$ cat src/rtl/gpio_seq.sv
// gpio_seq: memory-mapped GPIO output sequencer.
// Software pushes (value, duration) entries into a FIFO; the sequencer plays
// them on 8 output pins, each held (duration+1)*(PRESCALE+1) clock cycles,
// and raises a done interrupt when the FIFO drains.
//
// Register window (word offsets from ADDR):
//   +0  CTRL      [0] enable, [1] flush (self-clearing), [2] loop, [3] irq_en
//   +4  STATUS    [0] busy, [1] empty, [2] full, [3] overflow (W1C),
//                 [4] done (W1C), [15:8] count
//   +8  PUSH      [7:0] value, [23:8] duration (write only)
//   +12 PRESCALE  [15:0]
//   +16 DIRECT    [7:0] pin value, applied only while idle
//
// Optional feature: define GPIO_SEQ_LOOP_EN to enable loop mode (CTRL[2]),
// in which every popped entry is re-pushed at the FIFO tail. Without the
// macro CTRL[2] is ignored and reads 0.

module gpio_seq #(
    parameter logic [31:0] ADDR  = 32'hffff_ffff,
    parameter int          DEPTH = 8
) (
    input  logic        clk,
    input  logic        resetn,
    input  logic        mem_valid,
    input  logic [31:0] mem_addr,
    input  logic [31:0] mem_wdata,
    input  logic [3:0]  mem_wstrb,
    output logic        seq_ready,
    output logic        seq_sel,
    output logic [31:0] seq_rdata,
    output logic [7:0]  gpio_pin_out,
    output logic        seq_irq
);

    localparam int AW = (DEPTH > 1) ? $clog2(DEPTH) : 1;
    localparam int CW = AW + 1;

    typedef enum logic {
        IDLE = 1'b0,
        HOLD = 1'b1
    } state_t;

    // ------------------------------------------------------------------
    // Bus decode
    // ------------------------------------------------------------------
    logic hit_ctrl, hit_stat, hit_push, hit_presc, hit_direct;
    logic bus_wr;
    logic ctrl_wr, stat_wr, push_wr, presc_wr, direct_wr;
    logic flush_req, push_req;

    assign hit_ctrl   = (mem_addr == ADDR);
    assign hit_stat   = (mem_addr == ADDR + 32'd4);
    assign hit_push   = (mem_addr == ADDR + 32'd8);
    assign hit_presc  = (mem_addr == ADDR + 32'd12);
    assign hit_direct = (mem_addr == ADDR + 32'd16);

    assign seq_ready = 1'b1;
    assign seq_sel   = mem_valid & (hit_ctrl | hit_stat | hit_push | hit_presc | hit_direct);
    assign bus_wr    = seq_sel & (|mem_wstrb);

    assign ctrl_wr   = bus_wr & hit_ctrl;
    assign stat_wr   = bus_wr & hit_stat;
    assign push_wr   = bus_wr & hit_push;
    assign presc_wr  = bus_wr & hit_presc;
    assign direct_wr = bus_wr & hit_direct;

    // A flush in the same cycle as a push discards the push silently.
    assign flush_req = ctrl_wr & mem_wdata[1];
    assign push_req  = push_wr & ~flush_req;

    // ------------------------------------------------------------------
    // Control / status registers
    // ------------------------------------------------------------------
    logic        enable_q, irq_en_q, loop_q;
    logic [15:0] prescale_q;
    logic        overflow_q, done_q;
    logic        overflow_set, done_set;

`ifdef GPIO_SEQ_LOOP_EN
    // Loop-mode bit, written together with the rest of CTRL.
    always_ff @(posedge clk or negedge resetn) begin
        if (!resetn)
            loop_q <= 1'b0;
        else if (ctrl_wr)
            loop_q <= mem_wdata[2];
    end
`else
    assign loop_q = 1'b0;
`endif

    // CTRL, PRESCALE and the sticky W1C status bits.
    always_ff @(posedge clk or negedge resetn) begin
        if (!resetn) begin
            enable_q   <= 1'b0;
            irq_en_q   <= 1'b0;
            prescale_q <= '0;
            overflow_q <= 1'b0;
            done_q     <= 1'b0;
        end else begin
            if (ctrl_wr) begin
                enable_q <= mem_wdata[0];
                irq_en_q <= mem_wdata[3];
            end
            if (presc_wr)
                prescale_q <= mem_wdata[15:0];
            // A hardware set in the same cycle as a W1C leaves the bit set.
            overflow_q <= (overflow_q & ~(stat_wr & mem_wdata[3])) | overflow_set;
            done_q     <= (done_q     & ~(stat_wr & mem_wdata[4])) | done_set;
        end
    end

    assign seq_irq = done_q & irq_en_q;

    // ------------------------------------------------------------------
    // FIFO of {duration, value} entries
    // ------------------------------------------------------------------
    logic [23:0]   fifo_mem [DEPTH];
    logic [AW-1:0] wptr_q, rptr_q;
    logic [CW-1:0] count_q;
    logic          empty, full;
    logic [23:0]   head;
    logic          pop, repush, host_ok;
    logic [1:0]    n_in;

    assign empty  = (count_q == '0);
    assign full   = (count_q == CW'(DEPTH));
    assign head   = fifo_mem[rptr_q];
    assign repush = pop & loop_q;

    // With a recirculating pop the freed slot is reused by the repush, so a
    // host push then needs a genuinely free slot; otherwise a simultaneous
    // pop makes room even when full.
    assign host_ok      = push_req & (repush ? ~full : (~full | pop));
    assign overflow_set = push_req & ~host_ok;
    assign n_in         = {1'b0, repush} + {1'b0, host_ok};

    // Entry storage: the repushed head goes first, the host entry behind it.
    // NOTE: storage is not reset; occupancy is tracked by count/pointers,
    // so stale contents are never observed and a reset would only cost area.
    always_ff @(posedge clk) begin
        if (repush) begin
            fifo_mem[wptr_q] <= head;
            if (host_ok)
                fifo_mem[AW'(wptr_q + 1'b1)] <= mem_wdata[23:0];
        end else if (host_ok) begin
            fifo_mem[wptr_q] <= mem_wdata[23:0];
        end
    end

    // Pointer and occupancy tracking; flush wins over everything.
    // NOTE: sequential state uses non-blocking assignments so every flop
    // samples the pre-edge values of its neighbours.
    always_ff @(posedge clk or negedge resetn) begin
        if (!resetn) begin
            wptr_q  <= '0;
            rptr_q  <= '0;
            count_q <= '0;
        end else if (flush_req) begin
            wptr_q  <= '0;
            rptr_q  <= '0;
            count_q <= '0;
        end else begin
            wptr_q  <= wptr_q + AW'(n_in);
            rptr_q  <= rptr_q + AW'(pop);
            count_q <= count_q + CW'(n_in) - CW'(pop);
        end
    end

    // ------------------------------------------------------------------
    // Sequencer FSM
    // ------------------------------------------------------------------
    state_t      state_q, state_d;
    logic [15:0] dur_cnt_q, presc_cnt_q;
    logic [7:0]  pins_q;
    logic        tick, dur_zero;

    assign tick     = (presc_cnt_q == prescale_q);
    assign dur_zero = (dur_cnt_q == '0);

    // State register.
    always_ff @(posedge clk or negedge resetn) begin
        if (!resetn)
            state_q <= IDLE;
        else
            state_q <= state_d;
    end

    // Next state, pop and done decisions.
    // NOTE: every output gets a default first so no path leaves a latch.
    always_comb begin
        state_d  = state_q;
        pop      = 1'b0;
        done_set = 1'b0;
        case (state_q)
            IDLE: begin
                if (!flush_req && enable_q && !empty) begin
                    pop     = 1'b1;
                    state_d = HOLD;
                end
            end
            HOLD: begin
                if (flush_req || !enable_q) begin
                    state_d = IDLE;
                end else if (tick && dur_zero) begin
                    if (!empty) begin
                        pop = 1'b1;
                    end else begin
                        state_d  = IDLE;
                        done_set = ~loop_q;
                    end
                end
            end
            default: state_d = IDLE;
        endcase
    end

    // Pin, duration and prescale counters; a pop reloads all three.
    always_ff @(posedge clk or negedge resetn) begin
        if (!resetn) begin
            pins_q      <= '0;
            dur_cnt_q   <= '0;
            presc_cnt_q <= '0;
        end else if (pop) begin
            pins_q      <= head[7:0];
            dur_cnt_q   <= head[23:8];
            presc_cnt_q <= '0;
        end else begin
            if (direct_wr && state_q == IDLE)
                pins_q <= mem_wdata[7:0];
            if (state_q == HOLD && tick && !dur_zero)
                dur_cnt_q <= dur_cnt_q - 16'd1;
            if (state_q == HOLD)
                presc_cnt_q <= tick ? 16'd0 : presc_cnt_q + 16'd1;
            else
                presc_cnt_q <= '0;
        end
    end

    assign gpio_pin_out = pins_q;

    // ------------------------------------------------------------------
    // Read mux
    // ------------------------------------------------------------------
    // Combinational read data; zero whenever the access is not ours.
    always_comb begin
        seq_rdata = '0;
        if (mem_valid) begin
            if (hit_ctrl)
                seq_rdata = {28'd0, irq_en_q, loop_q, 1'b0, enable_q};
            else if (hit_stat)
                seq_rdata = {16'd0, 8'(count_q), 3'd0, done_q, overflow_q,
                             full, empty, (state_q == HOLD)};
            else if (hit_presc)
                seq_rdata = {16'd0, prescale_q};
            else if (hit_direct)
                seq_rdata = {24'd0, pins_q};
        end
    end

    // Upper write-data bits carry no register field.
    logic unused_wdata;
    assign unused_wdata = ^mem_wdata[31:24];

endmodule
$ cat config.mk
export PLATFORM = sky130hd
export DESIGN_NAME = gpio_seq
export DESIGN_NICKNAME = d
export VERILOG_FILES = /design/src/rtl/gpio_seq.sv
export SDC_FILE = /design/constraint.sdc
export NUM_CORES = 1
export LEC_CHECK = 0
export CORE_MARGIN = 10
export CORE_UTILIZATION = 55
export CTS_CLUSTER_SIZE = 28
export DETAILED_ROUTE_END_ITERATION = 8
export PLACE_DENSITY = 0.77
export SYNTH_ARGS = -nofsm -noshare
export SYNTH_HDL_FRONTEND = slang
export SYNTH_SLANG_ARGS = --single-unit
$ cat constraint.sdc
create_clock -name clk -period 14.8 [get_ports clk]
set_input_delay 2.96 -clock clk [delete_from_list [all_inputs] [get_ports clk]]
set_output_delay 2.96 -clock clk [all_outputs]
set_load 0.01 [all_outputs]
==> impl_metrics.csv, run 1 <==
group,metric,value,unit
setup_path,worstPathCellList,"clkdlybuf4s50_1 > nor4_1 > nand4_1 > nor3_1 > a32oi_1 > a21oi_1 > clkdlybuf4s50_1",
setup_path,timing.rr.end,"count_q[1]$_DFF_PN0_",
setup_path,cp-end-kind,"output pin",
logic_synthesis,ys.flop_type,"edfxtp_1",
logic_synthesis,yosysWarnings,0,
logic_synthesis,yosysUniqueCellTypes,56,
logic_synthesis,synth_common_cells,"192 x edfxtp_1, 71 x dfrtp_1, 48 x mux4_2",
logic_synthesis,async_flop_share,0.270,
logic_synthesis,syn_avg_cell_area,15.5,µm²
clocking,clock_sinks,263,
setup_path,regToRegSetupSlack,10.47,ns
grt,grt_usage,0.194,
cells_and_area,n_fill_cell,1462,
setup_path,critPathLaunchType,"input pin",
timing,max_slew_margin,0.182,
cells_and_area,multiInputGateArea,3920,µm²
worst_hold_path,min_to,"overflow_q$_DFF_PN0_",
setup_path,cpMostUsedCell,"clkdlybuf4s50_1",
cells_and_area,layout-drive-gt1-share,0.182,
setup_path,reg2reg_from,"presc_cnt_q[10]$_DFF_PN0_",
routing,post-route-drc-count,0,
die,row_count,53,
logic_synthesis,synth_adder_area_share,0.0145,
grt,grt_pass1_vias,7427,
placement,routabilityCongestion,0.912,
power_and_ir_drop,p_leak,0.00467,µW
die,die_h,166,µm
clocking,cts_root_buf,"clkbuf_16",
logic_synthesis,syn_area,11700,µm²
cells_and_area,ff_latch_area,7550,µm²
power_and_ir_drop,ir_drop,0.108,mV
logic_synthesis,synth-compound-area-share,0.0447,
grt,grt_pass1_wl,42.9,mm
logic_synthesis,synth_seq_area_share,0.645,
routing,postRouteAntennaNets,0,
routing,vias_per_cell,6.25,
logic_synthesis,yosys.area.top_type,"edfxtp_1",
clocking,post_cts_buffers,0,
clocking,path_clk_slew,0.06,ns
routing,routed_wl,27.4,mm
cells_and_area,diodes,0,
setup_path,path_class,"input pin to output pin",
cells_and_area,finish.utilization,0.658,
power_and_ir_drop,pwr_density_cell,107,nW/µm²
clocking,cts_buffers,27,
timing,rsz0062_at_grt,"false",
setup_path,crit_buf_inv,2,
clocking,cts_tree,"yes",
worst_hold_path,whs_path_depth,2,
logic_synthesis,synth_top_family_by_area,"multiplexers",
logic_synthesis,muxShareOfSynthArea,0.145,
cells_and_area,final_net_count,944,
routing,via_count,7218,
routing,drt-initial-drc-count,665,
cells_and_area,design_area,13800,µm²
die,start_util,0.558,
placement,dp_hpwl,18.1,mm
timing,worstMarginPinSlew,1.22,ns
setup_path,cpLargestDelayFamily,"simple AND/OR/NAND/NOR gates",
grt,overflow,0,
die,die_w,166,µm
timing,setup_violations,0,
worst_hold_path,min_path_type,"register to register",
placement,io_buffer_count,88,
logic_synthesis,synth_area_leaders,"edfxtp_1 49%, dfrtp_1 15%, mux4_2 9.2%",
clocking,htree_levels,1,
setup_path,ff2ff_path_depth,10,
timing,maxSlewViolCount,0,
setup_path,cp_slowest_cell,"nor3_1",
cells_and_area,syn_to_final_growth,17.9,%
run_status,status,"completed",
setup_path,critical-path-max-stage-delay,0.66,ns
die,coreArea,21000,µm²
routing,routedWlPerCell,23.7,µm
worst_hold_path,hp-start,"overflow_q$_DFF_PN0_",
grt,antenna_found_initial,0,
power_and_ir_drop,fin_total_pwr,1480,µW
timing,totalNegativeSetupSlack,0,ns
logic_synthesis,synth_xor_area_frac,0.0247,
cells_and_area,layout.cells.non_filler,1155,
timing,finClkSkew,0.0105,ns
logic_synthesis,synth_top_area_frac,0.493,
logic_synthesis,synth-edff-count,192,
logic_synthesis,synthCells,755,
placement,placed_cells,1106,
logic_synthesis,yosysMostFrequentCell,"edfxtp_1",
clocking,clk_path_buf_depth,3,
placement,post_dp_cell_area,12900,µm²
timing,period_share,0.588,
clocking,hold_buffers,0,
flow_run,cap_violations,0,
clocking,cts_resized,0,
timing,fmax,115,MHz
routing,firstDrtPassIters,5,
setup_path,worstPathArrival,5.74,ns
die,ios,114,
logic_synthesis,yosys.area_share.simple,0.0960,
clocking,insertion_delay,0.54,ns
timing,fin_crit,8.70,ns
setup_path,crit_required,11.84,ns
logic_synthesis,ys_ff_latch,263,
die,dieArea,27500,µm²
timing,finalHoldViolations,0,
grt,grt_start_max_net_pins,72,
setup_path,cp_max_fo,6,
## logic make-up after synthesis
kind of cell             after synthesis
AO/OA/AOI/OAI                         70
XOR/XNOR                              33
adder cells (fa/ha/maj)               13
buffers and inverters                 72
flip-flops                           263
multiplexers                         105
other                                  2
AND/OR/NAND/NOR                      197
## per-stage QoR
step                      setup slack (ns)  hold WS, ns
final                                 6.10        0.539
after global routing                  5.87        0.547
after global placement                6.11        0.498
after detailed placement              6.07        0.529
after CTS                             6.06        0.544
after floorplan                       7.24        0.472
## layout make-up
type	count	area share
inverter	22	0.00599
tap	275	0.0250
multi-input combinational	435	0.284
timing repair buffer	111	0.0761
sequential	263	0.547
clock buffer	36	0.0515
clock inverter	13	0.00971
## tightest hold or removal path, delay by kind of cell (launching register included)
family,cells,cell delay [ns]
buffers and inverters,1,0.06
AOI/OAI and AO/OA,1,0.10
DFF,1,0.33
## per-layer routing
layer	up-vias	track usage	routed length, µm
met3	48	0.0293	1640
li1	3189	-	-
met5	-	0	0
met4	0	0.0535	624
met2	264	0.327	13900
met1	3717	0.256	11200
## worst max-delay path by stage
stage,start,end,slack (ns),cells after the start
floorplan,mem_addr[14],seq_rdata[5],7.24,6
CTS,mem_addr[5],seq_rdata[13],6.06,8
global placement,mem_addr[5],seq_rdata[15],6.11,8
detailed placement,mem_addr[5],seq_rdata[13],6.07,8
finish,mem_addr[5],seq_rdata[2],6.10,7
global route,mem_addr[5],seq_rdata[13],5.87,8
## flip-flops by register name, summed over array words and instances (netlist names)
name          count
fifo_mem        192
dur_cnt_q        16
presc_cnt_q      16
prescale_q       16
gpio_pin_out      8
count_q           4
rptr_q            3
wptr_q            3
done_q            1
enable_q          1
irq_en_q          1
overflow_q        1
state_q           1
## cells in the final DEF (no fill, tap or decap), types with 12 or more instances in the layout
master / count
edfxtp_1: 192
a31oi_1: 13
inv_1: 22
xnor2_1: 28
nand4_1: 20
ha_1: 12
mux4_2: 48
nand2_1: 21
or4_1: 15
clkdlybuf4s50_1: 87
dfrtp_1: 68
clkbuf_16: 27
nor2_1: 35
nor3_1: 16
buf_4: 23
nor4_1: 29
conb_1: 17
mux2i_1: 26
mux2_2: 31
## power by group
| part | internal (µW) | switching (µW) | total (µW) |
|---|---|---|---|
| clock | 373 | 274 | 647 |
| sequential | 792 | 0.0589 | 792 |
| combinational | 15.8 | 20.6 | 36.4 |
| total | 1180 | 294 | 1480 |
(Power assumes the default switching activity.)
==> run 2, diff against run 1 <==
==> constraint.sdc (replaced) <==
create_clock -name clk -period 8.1 [get_ports clk]
set_input_delay 1.62 -clock clk [delete_from_list [all_inputs] [get_ports clk]]
set_output_delay 1.62 -clock clk [all_outputs]
set_load 0.01 [all_outputs]
==> run 2 against run 1 <==
Net effect: non-clock buffer count is the same; final area is 0.97% higher; combinational power rose by 82%; largest power group unchanged.
==> impl_metrics.csv, run 2 (synthesis gave the netlist of run 1 again) <==
group,metric,value,unit
clocking,insertion_delay,0.53,ns
grt,grt_start_max_net_pins,72,
cells_and_area,layout.cells.non_filler,1155,
cells_and_area,diodes,0,
placement,placed_cells,1106,
grt,overflow,0,
clocking,cts_tree,"yes",
cells_and_area,layout-drive-gt1-share,0.192,
setup_path,cpLargestDelayFamily,"simple AND/OR/NAND/NOR gates",
clocking,hold_buffers,0,
setup_path,critPathLaunchType,"input pin",
power_and_ir_drop,switching_share,0.190,
clocking,htree_levels,1,
cells_and_area,syn_to_final_growth,19.0,%
setup_path,worstPathArrival,4.48,ns
clocking,path_clk_slew,0.06,ns
timing,totalNegativeSetupSlack,0,ns
timing,finClkSkew,0.00954,ns
timing,setup_violations,0,
cells_and_area,largest_reg_flops,192,
setup_path,cp-end-kind,"output pin",
die,dieArea,27500,µm²
power_and_ir_drop,clkPwrFrac,0.469,
cells_and_area,mostFrequentLayoutCell,"edfxtp_1",
power_and_ir_drop,ir_drop,0.184,mV
grt,grt_pass1_wl,42.2,mm
clocking,cts_root_buf,"clkbuf_16",
grt,grt_pass1_vias,7485,
routing,routed_wl,27.1,mm
power_and_ir_drop,pwr_density_cell,205,nW/µm²
timing,maxSlewViolCount,0,
placement,io_buffer_count,88,
setup_path,crit_buf_inv,3,
routing,vias_per_cell,6.23,
worst_hold_path,min_path_type,"register to register",
die,coreArea,21000,µm²
setup_path,worstPathCellList,"clkdlybuf4s50_1 > nor4_1 > nand4_1 > nor4_2 > buf_4 > nor3b_1 > and2_1 > clkdlybuf4s50_1",
timing,setup_slack,2.00,ns
power_and_ir_drop,internal_power,2310,µW
die,start_util,0.558,
cells_and_area,most-common-layout-cells,"192 x edfxtp_1, 87 x clkdlybuf4s50_1, 68 x dfrtp_1, 48 x mux4_2, 35 x nor2_1",
routing,post-route-drc-count,0,
cells_and_area,regMostFlops,"fifo_mem",
clocking,cts_buffers,27,
routing,firstDrtPassIters,6,
setup_path,cp_slowest_cell,"clkdlybuf4s50_1",
die,row_count,53,
power_and_ir_drop,combPwrFrac,0.023,
routing,routedWlPerCell,23.5,µm
timing,fmax,164,MHz
setup_path,crit_required,6.48,ns
grt,grt_usage,0.191,
clocking,cts_resized,0,
placement,place_ws,2.00,ns
timing,worstMarginPinSlew,1.16,ns
clocking,clock_sinks,263,
timing,max_slew_margin,0.218,
routing,via_count,7194,
run_status,status,"completed",
placement,dp_hpwl,18.1,mm
clocking,clk_path_buf_depth,3,
placement,routabilityCongestion,0.912,
setup_path,cpMostUsedCell,"clkdlybuf4s50_1",
die,die_h,166,µm
clocking,post_cts_buffers,0,
power_and_ir_drop,p_leak,0.00475,µW
routing,drt-initial-drc-count,637,
timing,rsz0062_at_grt,"false",
power_and_ir_drop,pwr-share-seq,0.508,
setup_path,critical-path-max-stage-delay,0.54,ns
power_and_ir_drop,p_sw,542,µW
grt,antenna_found_initial,0,
die,die_w,166,µm
setup_path,path_class,"input pin to output pin",
routing,postRouteAntennaNets,0,
setup_path,cp_max_fo,12,
timing,fin_crit,6.10,ns
timing,finalHoldViolations,0,
timing,period_share,0.753,
die,ios,114,
flow_run,cap_violations,0,
cells_and_area,final_net_count,944,
[run 2: cell types whose count changed in the layout (fill, tap and decap cells not counted), moves of 2 or more]
cell	before	now
clkinv_4	0	4
bufinv_16	2	7
clkbuf_1	9	1
clkinv_2	1	3
[run 2: final cells by class]
class,count,area [µm²]
Clock inverter,21,298
Timing Repair Buffer,111,1050
Sequential cell,263,7550
Inverter,22,82.6
Fill cell,1445,7040
Clock buffer,28,679
Tap cell,275,344
Multi-Input combinational cell,435,3920
[run 2: final timing paths]
check,endpoint,slack (ns),startpoint,cells after the start
setup / recovery,seq_rdata[13],2.00,mem_addr[5],8
hold / removal,overflow_q$_DFF_PN0_,0.53,overflow_q$_DFF_PN0_,2
setup reg to reg,count_q[1]$_DFF_PN0_,3.86,presc_cnt_q[10]$_DFF_PN0_,10
hold reg to reg,overflow_q$_DFF_PN0_,0.53,overflow_q$_DFF_PN0_,2
max in group asynchronous,rptr_q[2]$_DFF_PN0_,6.11,resetn,2
min in group asynchronous,prescale_q[11]$_DFFE_PN0P_,1.31,resetn,2
[run 2: power by group through the flow]
stage               Combinational (µW)  Clock [µW]  Sequential, µW
floorplan                         14.4           0            1480
global route                      72.4        1400            1450
CTS                               66.0        1360            1450
finish                            66.2        1340            1450
detailed placement                65.8           0            1480
global placement                  62.8           0            1470
[run 2: metal layers]
layer | share of wire | wire (µm) | global-route usage | vias to the layer above
met4 | 0.029 | 784 | 0.0678 | 0
met2 | 0.50 | 13600 | 0.319 | 276
li1 | - | - | - | 3187
met5 | 0 | 0 | 0 | -
met1 | 0.40 | 11000 | 0.244 | 3663
met3 | 0.064 | 1750 | 0.0362 | 68
[run 2: worst register-to-register path, delay by kind of cell, from the launching register on]
family / cells / cell delay, ns
buffers and inverters: 2 / 0.64
AOI/OAI and AO/OA: 1 / 0.74
xor gates and xnor gates: 1 / 0.22
adders and majority gates: 3 / 0.95
and+or+nand+nor: 3 / 1.08
DFF: 1 / 0.46
[run 2: metrics by stage]
stage	hold WS (ns)	util	area, µm²	total power (µW)
4_1_cts	0.521	0.664	13900	2870
5_1_grt	0.546	0.664	13900	2920
6_report	0.529	0.664	13900	2850
3_3_place_gp	0.496	0.618	12900	1540
3_5_place_dp	0.508	0.618	12900	1540
2_1_floorplan	0.472	-	11800	1490
==> run 3, diff against run 2 <==
==> constraint.sdc (replaced) <==
create_clock -name clk -period 5.7 [get_ports clk]
set_input_delay 1.14 -clock clk [delete_from_list [all_inputs] [get_ports clk]]
set_output_delay 1.14 -clock clk [all_outputs]
set_load 0.01 [all_outputs]
==> run 3 against run 2 <==
Net effect: combinational power up 42%; die area unchanged; clock-buffer cell count grew 9; via count is 0.42% higher; utilization is 0.50 points lower; final area decreased by 0.76%; power increased by 38%; sequential power is 42% higher; critical path depth down 1; sequential share of layout area is 0.40 points higher; largest cell class unchanged.
==> impl_metrics.csv, run 3 (synthesis gave the netlist of run 1 again) <==
group,metric,value,unit
timing,rsz0062_at_grt,"false",
routing,firstDrtPassIters,4,
grt,grt_pass1_vias,7578,
cells_and_area,syn_to_final_growth,18.1,%
die,dieArea,27500,µm²
grt,overflow,0,
routing,via_count,7224,
die,row_count,53,
die,start_util,0.558,
grt,antenna_found_initial,0,
cells_and_area,most-common-layout-cells,"192 x edfxtp_1, 87 x clkdlybuf4s50_1, 69 x dfrtp_1, 48 x mux4_2, 35 x nor2_1",
clocking,post_cts_buffers,0,
power_and_ir_drop,pwr-share-seq,0.523,
run_status,status,"completed",
timing,setup_violations,0,
die,die_h,166,µm
clocking,insertion_delay,0.52,ns
clocking,cts_buffers,27,
timing,totalNegativeSetupSlack,0,ns
power_and_ir_drop,p_sw,756,µW
timing,fmax,192,MHz
cells_and_area,final_net_count,940,
routing,vias_per_cell,6.28,
cells_and_area,largest_reg_flops,192,
die,ios,114,
cells_and_area,multiInputGateArea,3920,µm²
power_and_ir_drop,pwr_density_cell,285,nW/µm²
die,die_w,166,µm
grt,grt_start_max_net_pins,72,
routing,postRouteAntennaNets,0,
timing,worstMarginPinSlew,1.30,ns
cells_and_area,diodes,0,
setup_path,path_class,"input pin to output pin",
routing,routed_wl,27.2,mm
routing,routedWlPerCell,23.6,µm
flow_run,cap_violations,0,
clocking,cts_root_buf,"clkbuf_16",
placement,routabilityCongestion,0.939,
cells_and_area,design_area,13800,µm²
setup_path,cpMostUsedCell,"clkdlybuf4s50_1",
placement,dp_hpwl,17.5,mm
timing,period_share,0.912,
placement,io_buffer_count,88,
clocking,cts_resized,0,
cells_and_area,n_fill_cell,1436,
setup_path,worstPathCellList,"clkdlybuf4s50_1 > nor4_1 > nand4_1 > or4_1 > a221o_1 > a21boi_0 > clkdlybuf4s50_1",
setup_path,cp_slowest_cell,"clkdlybuf4s50_1",
clocking,clk_path_buf_depth,3,
grt,grt_pass1_wl,43.6,mm
cells_and_area,ff_latch_area,7540,µm²
clocking,hold_buffers,0,
clocking,htree_levels,1,
cells_and_area,layout-drive-gt1-share,0.183,
timing,finalHoldViolations,0,
clocking,path_clk_slew,0.06,ns
cells_and_area,regMostFlops,"fifo_mem",
power_and_ir_drop,p_leak,0.00469,µW
setup_path,crit_required,4.56,ns
power_and_ir_drop,internal_power,3180,µW
cells_and_area,mostFrequentLayoutCell,"edfxtp_1",
setup_path,crit_buf_inv,2,
setup_path,critPathLaunchType,"input pin",
power_and_ir_drop,clkPwrFrac,0.453,
routing,post-route-drc-count,0,
setup_path,cp_max_fo,6,
setup_path,cpLargestDelayFamily,"simple AND/OR/NAND/NOR gates",
setup_path,critical-path-max-stage-delay,0.60,ns
setup_path,worstPathArrival,4.06,ns
setup_path,regToRegSetupSlack,1.75,ns
power_and_ir_drop,ir_drop,0.252,mV
timing,finClkSkew,0.0108,ns
timing,maxSlewViolCount,0,
clocking,cts_tree,"yes",
power_and_ir_drop,switching_share,0.192,
placement,post_dp_cell_area,12900,µm²
setup_path,cp-end-kind,"output pin",
die,coreArea,21000,µm²
clocking,clock_sinks,263,
grt,grt_usage,0.196,
timing,max_slew_margin,0.125,
routing,drt-initial-drc-count,761,
timing,fin_crit,5.20,ns
timing,whs,0.528,ns
worst_hold_path,min_path_type,"register to register",
power_and_ir_drop,combPwrFrac,0.024,
## run 3: layer usage
| layer | GRT usage | vias up | routed length [µm] |
|---|---|---|---|
| met5 | 0 | - | 0 |
| met4 | 0.0462 | 0 | 548 |
| met3 | 0.0284 | 37 | 1900 |
| met2 | 0.334 | 288 | 13800 |
| met1 | 0.259 | 3723 | 10900 |
| li1 | - | 3176 | - |
## run 3: tightest hold or removal path, stage by stage (launching register included)
cell and delay (ns):
dfrtp_1 0.32, inv_1 0.06, o32ai_1 0.10
## run 3: final timing paths
path	start	endpoint	cells past startpoint
worst min-delay path	overflow_q$_DFF_PN0_	overflow_q$_DFF_PN0_	2
worst max-delay path	mem_addr[6]	seq_rdata[3]	7
min in group asynchronous	resetn	presc_cnt_q[13]$_DFF_PN0_	2
worst min register to register	overflow_q$_DFF_PN0_	overflow_q$_DFF_PN0_	2
worst max register to register	dur_cnt_q[13]$_DFFE_PN0P_	count_q[2]$_DFF_PN0_	11
max in group asynchronous	resetn	rptr_q[0]$_DFF_PN0_	2
## run 3: cell type report
class / instances / share of cell area
Timing Repair Buffer: 107 / 0.0737
Sequential cell: 263 / 0.546
Inverter: 22 / 0.00598
Clock buffer: 37 / 0.0531
Multi-Input combinational cell: 435 / 0.284
Clock inverter: 12 / 0.0123
Tap cell: 275 / 0.0249
## run 3: power by group through the flow
| stage | clock [µW] | sequential (µW) | combinational (µW) |
|---|---|---|---|
| after detailed placement | 0 | 2100 | 93.3 |
| after CTS | 1820 | 2060 | 93.7 |
| after global placement | 0 | 2100 | 88.2 |
| final | 1780 | 2060 | 94.0 |
| after floorplan | 0 | 2100 | 20.5 |
| after global routing | 1900 | 2060 | 103 |
## run 3: stage by stage
| stage | utilization | power [µW] | worst slack [ns] | instances |
|---|---|---|---|---|
| CTS | 0.659 | 3970 | 0.582 | 1151 |
| finish | 0.659 | 3940 | 0.504 | 1151 |
| global placement | 0.616 | 2180 | 0.701 | 1102 |
| global route | 0.659 | 4060 | 0.272 | 1151 |
| detailed placement | 0.616 | 2190 | 0.579 | 1102 |
| floorplan | - | 2120 | 0.357 | 770 |
